**config.mk**
```make
export PLATFORM = sky130hd
export DESIGN_NAME = axis_byte_fifo
export DESIGN_NICKNAME = d
export VERILOG_FILES = /design/src/rtl/axis_byte_fifo_pkg.sv /design/src/rtl/axis_byte_fifo_ram.sv /design/src/rtl/axis_byte_fifo.sv
export SDC_FILE = /design/constraint.sdc
export NUM_CORES = 1
export LEC_CHECK = 0
export ABC_AREA = 1
export CAP_MARGIN = 20
export CORE_MARGIN = 4
export CORE_UTILIZATION = 50
export DETAILED_ROUTE_END_ITERATION = 16
export PLACE_DENSITY = 0.67
export SLEW_MARGIN = 20
export SYNTH_ARGS = -nofsm -noshare
export SYNTH_HDL_FRONTEND = slang
export SYNTH_SLANG_ARGS = --single-unit
```
**constraint.sdc**
```tcl
create_clock -name aclk -period 2.2 [get_ports aclk]
set_input_delay 0.44 -clock aclk [delete_from_list [all_inputs] [get_ports aclk]]
set_output_delay 0.44 -clock aclk [all_outputs]
set_load 0.01 [all_outputs]
```
**src/rtl/axis_byte_fifo_pkg.sv**
```systemverilog
// Shared types and helpers for the AXI4-Stream byte FIFO and its bench.
// The optional occupancy output is enabled with the AXIS_FIFO_LEVEL_EN macro.
package axis_byte_fifo_pkg;

  localparam int FIFO_DATA_W = 8;
  localparam int FIFO_DEPTH  = 16;
  localparam int FIFO_ADDR_W = $clog2(FIFO_DEPTH);

  typedef logic [FIFO_ADDR_W:0]   ptr_t;
  typedef logic [FIFO_DATA_W-1:0] data_t;

  // Pointers carry a wrap bit above the address bits, so they count mod 2*DEPTH.
  function automatic ptr_t ptr_inc(input ptr_t p);
    return p + ptr_t'(1);
  endfunction

endpackage

```
**src/rtl/axis_byte_fifo_ram.sv**
```systemverilog
// Simple dual-port storage array: one synchronous write port, one asynchronous read port, no reset.
module axis_byte_fifo_ram #(
  parameter int DATA_WIDTH = 8,
  parameter int DEPTH      = 16,
  parameter int ADDR_W     = $clog2(DEPTH)
) (
  input  logic                  clk,
  input  logic                  we,
  input  logic [ADDR_W-1:0]     waddr,
  input  logic [DATA_WIDTH-1:0] wdata,
  input  logic [ADDR_W-1:0]     raddr,
  output logic [DATA_WIDTH-1:0] rdata
);

  logic [DATA_WIDTH-1:0] mem [DEPTH];

  always_ff @(posedge clk) begin
    if (we) begin
      mem[waddr] <= wdata;
    end
  end

  assign rdata = mem[raddr];

endmodule

```
**src/rtl/axis_byte_fifo.sv**
```systemverilog
// Synchronous first-word-fall-through AXI4-Stream byte FIFO with registered flags and data.
// Define AXIS_FIFO_LEVEL_EN to add the registered occupancy output 'level'.
module axis_byte_fifo
  import axis_byte_fifo_pkg::*;
#(
  parameter int DATA_WIDTH = FIFO_DATA_W,
  parameter int DEPTH      = FIFO_DEPTH,
  localparam int ADDR_W    = $clog2(DEPTH)
) (
  input  logic                  aclk,
  input  logic                  aresetn,
  input  logic [DATA_WIDTH-1:0] s_axis_tdata,
  input  logic                  s_axis_tvalid,
  output logic                  s_axis_tready,
  output logic [DATA_WIDTH-1:0] m_axis_tdata,
  output logic                  m_axis_tvalid,
  input  logic                  m_axis_tready
`ifdef AXIS_FIFO_LEVEL_EN
  ,
  output logic [ADDR_W:0]       level
`endif
);

  localparam logic [ADDR_W:0] PTR_ONE = {{ADDR_W{1'b0}}, 1'b1};

  // Handshake: a transfer happens on an edge where valid and ready are both
  // high; valid never waits on ready and neither output depends on any input.
  logic [ADDR_W:0]       wr_ptr_q, wr_ptr_d;
  logic [ADDR_W:0]       rd_ptr_q, rd_ptr_d;
  logic                  s_tready_q, s_tready_d;
  logic                  m_tvalid_q, m_tvalid_d;
  logic [DATA_WIDTH-1:0] m_tdata_q, m_tdata_d;
  logic [DATA_WIDTH-1:0] ram_rdata;
  logic                  push, pop;
  logic                  empty_d, full_d;

  assign push = s_axis_tvalid & s_tready_q;
  assign pop  = m_tvalid_q & m_axis_tready;

  always_comb begin
    wr_ptr_d   = push ? (wr_ptr_q + PTR_ONE) : wr_ptr_q;
    rd_ptr_d   = pop  ? (rd_ptr_q + PTR_ONE) : rd_ptr_q;
    empty_d    = (wr_ptr_d == rd_ptr_d);
    full_d     = (wr_ptr_d[ADDR_W] != rd_ptr_d[ADDR_W]) &&
                 (wr_ptr_d[ADDR_W-1:0] == rd_ptr_d[ADDR_W-1:0]);
    s_tready_d = !full_d;
    m_tvalid_d = !empty_d;
    m_tdata_d  = m_tdata_q;
    // The new head may be the byte being written this same edge, which the
    // array cannot return yet, so forward it from the input.
    if (pop || (push && !m_tvalid_q)) begin
      if (push && (rd_ptr_d == wr_ptr_q)) begin
        m_tdata_d = s_axis_tdata;
      end else begin
        m_tdata_d = ram_rdata;
      end
    end
  end

  always_ff @(posedge aclk or negedge aresetn) begin
    if (!aresetn) begin
      wr_ptr_q   <= '0;
      rd_ptr_q   <= '0;
      s_tready_q <= 1'b0;
      m_tvalid_q <= 1'b0;
      m_tdata_q  <= '0;
    end else begin
      wr_ptr_q   <= wr_ptr_d;
      rd_ptr_q   <= rd_ptr_d;
      s_tready_q <= s_tready_d;
      m_tvalid_q <= m_tvalid_d;
      m_tdata_q  <= m_tdata_d;
    end
  end

  axis_byte_fifo_ram #(
    .DATA_WIDTH (DATA_WIDTH),
    .DEPTH      (DEPTH),
    .ADDR_W     (ADDR_W)
  ) u_ram (
    .clk   (aclk),
    .we    (push),
    .waddr (wr_ptr_q[ADDR_W-1:0]),
    .wdata (s_axis_tdata),
    .raddr (rd_ptr_d[ADDR_W-1:0]),
    .rdata (ram_rdata)
  );

`ifdef AXIS_FIFO_LEVEL_EN
  logic [ADDR_W:0] level_q, level_d;

  // Modular difference of the wrap-bit pointers reads DEPTH when full.
  always_comb begin
    level_d = wr_ptr_d - rd_ptr_d;
  end

  always_ff @(posedge aclk or negedge aresetn) begin
    if (!aresetn) begin
      level_q <= '0;
    end else begin
      level_q <= level_d;
    end
  end

  assign level = level_q;
`endif

  assign s_axis_tready = s_tready_q;
  assign m_axis_tvalid = m_tvalid_q;
  assign m_axis_tdata  = m_tdata_q;

endmodule

```
; ---- Yosys cells after proc, flatten, opt, wreduce, memory -nomap -nowiden
; Memory sizes are Yosys's and may differ from the RTL's.
; Cells that the tools add are included.
[word_totals]
regBits = 20
ram_bits = 128
in_bits = 12
out_inout_bits = 10
wordCells = 26
n_memories = 1
[mem_list]
columns = name, depth, word_bits, rd, rd_ports_with_merged_regs, write_ports, line_no
row1 = u_ram.mem, 16, 8, 1, 0, 1, axis_byte_fifo_ram.sv:15  ; logic [DATA_WIDTH-1:0] mem [DEPTH];
[op_classes]
addsub = 2
n_eq_ne = 4
n_mux = 5
bitwise_logic = 2
n_reduce_logical = 7
[op_table]
columns = op, count
row1 = $add 5x1->5 const B, 2
row2 = $eq 5x5->1, 2
row3 = $mux 5, 2
row4 = $mux 8, 1
row5 = $eq 4x4->1, 1
row6 = $logic_and 1x1->1, 3
row7 = $logic_not 1->1, 3
row8 = $and 1x1->1, 2
row9 = $mux 1, 2
row10 = $logic_or 1x1->1, 1
row11 = $ne 1x1->1, 1

; ---- Logic depth before layout (Yosys ltp)
[depth]
word_depth = 5
depth_mapped = 13
depth_no_buf = 11

; ---- Hierarchy
; A second synthesis with hierarchy kept.
[unflattened]
hier_cells = 698
area_unflattened_um2 = 6750.2
[modules_own_cells]
columns = mod, instances, cells_per_inst, area_each_um2, seq_area_each_um2
row1 = axis_byte_fifo_ram, 1, 543, 5606.6, 3843.7
row2 = axis_byte_fifo, 1, 155, 1143.6, 500.5

; ---- Least setup slack after synthesis
; No wires, ideal clock.
[synth_path]
path_kind = input -> register
from = input port s_axis_tvalid
to = register m_tvalid_q, in the netlist m_axis_tvalid
setup_ns = 0.130
t_arrival_ns = 1.684
required_ns = 2.070
setup_slack_ns = 0.387
path_stages = 7
path_buffers = 0
path_cell_list = nand2_1 clkinv_1 nand3_1 nor2_1 xor2_1 xor2_1 nand3b_1
[synth_via]
elab_chain_cells = 4
[synth_rtl]
columns = element, line_no
row1 = "start, declared", axis_byte_fifo.sv:13  ; input logic s_axis_tvalid,
row2 = $and 1x1->1, axis_byte_fifo.sv:37  ; assign push = s_axis_tvalid & s_tready_q;
row3 = $mux 5, axis_byte_fifo.sv:41  ; wr_ptr_d = push ? (wr_ptr_q + PTR_ONE) : wr_ptr_q;
row4 = via wr_ptr_d[4], axis_byte_fifo.sv:28  ; logic [ADDR_W:0] wr_ptr_q, wr_ptr_d;
row5 = $eq 5x5->1, axis_byte_fifo.sv:43  ; empty_d = (wr_ptr_d == rd_ptr_d);
row6 = $logic_not 1->1, axis_byte_fifo.sv:47  ; m_tvalid_d = !empty_d;
row7 = via m_tvalid_d, axis_byte_fifo.sv:31  ; logic m_tvalid_q, m_tvalid_d;
row8 = "end signal, assigned", axis_byte_fifo.sv:71  ; m_tvalid_q <= m_tvalid_d;
row9 = "end, declared", axis_byte_fifo.sv:31
; The timed path passes the listed nets, and every way through them passes these cells.
; A chain may end at the register's enable or synchronous reset.

; ---- Final worst setup path
[layout_path]
from = register m_tvalid_q, in the netlist m_axis_tvalid
to = output port m_axis_tvalid
[layout_rtl]
columns = element, line_no
row1 = "end, declared", axis_byte_fifo.sv:16  ; output logic m_axis_tvalid,
; No word-level cell between the ends.

==> metrics <==
reg2reg start=m_axis_tvalid; CP Depth=1; Final Max Slew Viols=0; leading area contributor after synthesis=edfxtp_1; Vias=5017; count leader, synth=nand3_1; Nets=735; initial antenna violation count=0; CTS Buf Count=17; Tightest Pin Transition=0.438 ns; Inst Count DP=875; first-pass GRT wire length=26.8 mm; Fin Setup TNS=0 ns; Post-Syn Area per Cell=10.4 sq um; Max transition margin=70.7%; reg2reg setup slack=0.28 ns; worst skew pair latency=0.43 ns; Die Wd=125 um; crit share post-route=90.2%; clock sinks=148; worst reg-to-reg path cell count=11; worst setup path class=reg -> out; placed cell area=7650 sq um; fin area=8200 sq um; share of cells above drive strength 1=12.0%; vias in the first global route=4938; overall routed net length=17.0 mm; Yosys top cell area share=56.3%; Post-synth EDFFs=128; Yosys reg bits=148; CP endpoint kind=output pin; YS warnings=0; Routed Antenna Nets=0; fill count=1067; PortBufs=21; detail-routed via count per cell=5.53; WP data required=1.76 ns; Post-Route M1 WL=7.39 mm; largest net degree at the start of global routing=44; initial drt markers=472; Critical Path Slowest Stage Cell=clkdlybuf4s50_1; Top FF cell, synth=edfxtp_1; Commonest cells post-synth=160 x nand3_1, 128 x edfxtp_1, 109 x nand2_1; Post-DP HPWL=11.6 mm; Die H=125 um; final cell count without fillers=907; first drt pass iteration count=5; Seq/Total Area, Yosys=63.6%; Max Freq=504 MHz; die area=15600 sq um; unrepaired setup endpoints after global routing=no; Fin. Hold Viols=0; MaxCap Viol Count=0; GR Overflow Total=0; worst-path maximum fanout=8; GRT Util Overall=22.6%; Power Dens Cells=1420 nW/um^2; Routed WL per cell=18.7 um; CP Launch Type=flip-flop; met3 wire length=1.31 mm; Worst-path clk slew=0.06 ns; Syn Nets=671; Final setup viols=0; crit-path leading delay family=buffers and inverters; maximum VDD drop=0.000758 V; CP cell instances=clkdlybuf4s50_1; Core ar.=13300 sq um; Static Leakage=3.41 nW; mapped cell area=6830 sq um; Mapped Cells=654; Cell variety after synth=26; Worst R2R End=m_axis_tdata[6]; Antenna Cells=0; cts repair resizes=0; met2 WL=7.76 mm; Setup Fix Bufs, Post-CTS=0; Worst EP arrival=1.54 ns; Max Used Layer=met4; routability congestion estimate=0.922; fin crit period=1.98 ns; Clock Tree Root=clkbuf_16; CTS tree=yes; hold_buf cts=0; worst path bufs/invs=1; floorplan row count=42; Starting Density=51.4%; H-tree depth=4; P&R area growth vs syn=20.0%; DRC violations left=0; ys async rst share=13.5%; num ports=22; Setup Skew=0.00544 ns; Clock Path Buffers=2; worst hold path type=in -> async; synth top area cells=edfxtp_1 56%, nand3_1 12%, dfrtp_1 7.3%; max incr delay on CP=0.60 ns; status=complete, no violations
worst max path at each step:
stage	start	endpoint	slack, ns
floorplan	s_axis_tvalid	m_axis_tvalid	0.39
global placement	m_axis_tready	m_axis_tdata[6]	-0.16
detailed placement	m_axis_tready	m_axis_tdata[6]	-0.17
CTS	m_axis_tvalid	m_axis_tvalid	0.21
global route	m_axis_tready	m_axis_tdata[6]	0.12
finish	m_axis_tvalid	m_axis_tvalid	0.22
report_power, final:
part	internal, W	switching [W]	total, W
Sequential	0.00349	0.000250	0.00374
Clock	0.00165	0.00108	0.00273
Combinational	0.00198	0.00316	0.00514
Total	0.00711	0.00449	0.0116
placed cells by master, fill, tap and decap left out, drive strengths merged:
cell type	netlist	routed
nand3	161	161
edfxtp	128	128
nand2	113	113
inv	99	99
nand3b	57	57
buf	27	54
nor2	22	22
clkdlybuf4s50	0	21
clkbuf	3	21
dfrtp	20	20
clkinv	2	9
xor2	6	6
ha	5	5
o21ai	4	4
nand4	2	2
nor3	2	2
bufinv	0	2
clkinvlp	0	2
o21bai	1	1
xnor2	1	1
a21oi	1	1
cell type report:
cell class | count | area [sq um] | area share [%]
clock inverters | 11 | 111 | 1.36
flip-flops and latches | 148 | 4340 | 53.0
clock buffers | 21 | 440 | 5.37
repair buffers | 75 | 741 | 9.04
inverters | 101 | 379 | 4.62
multi-input cells | 375 | 1960 | 23.9
well taps | 176 | 220 | 2.69
cell families after synthesis:
logic type | share of synthesized area, %
xor gates and xnor gates | 0.897
adders and majority gates | 0.916
AOI/OAI and AO/OA | 0.476
and+or+nand+nor | 26.3
buffers and inverters | 7.86
DFF | 63.6
metrics by stage:
| step | hold slack (ns) | total power, W | util, % | setup WS [ns] |
|---|---|---|---|---|
| after global routing | 0.388 | 0.0123 | 61.7 | 0.118 |
| after global placement | 0.465 | 0.00880 | 57.5 | -0.156 |
| after CTS | 0.359 | 0.0116 | 61.7 | 0.207 |
| after detailed placement | 0.473 | 0.00888 | 57.5 | -0.166 |
| final | 0.363 | 0.0116 | 61.7 | 0.217 |
| after floorplan | 0.144 | 0.00686 | - | 0.387 |
state kept, by name, indices dropped and copies added, names as in the netlist:
name and cells:
m_axis_tvalid 1, rd_ptr_q 5, m_axis_tdata 8, u_ram.mem 128, wr_ptr_q 5, s_axis_tready 1
per-layer routing:
| metal | up-vias | GRT usage, % |
|---|---|---|
| met2 | 241 | 35.0 |
| met3 | 37 | 5.27 |
| met4 | 0 | 10.0 |
| li1 | 2349 | - |
| met5 | - | 0 |
| met1 | 2390 | 30.7 |
No activity file was read; power rests on OpenSTA's default activity.
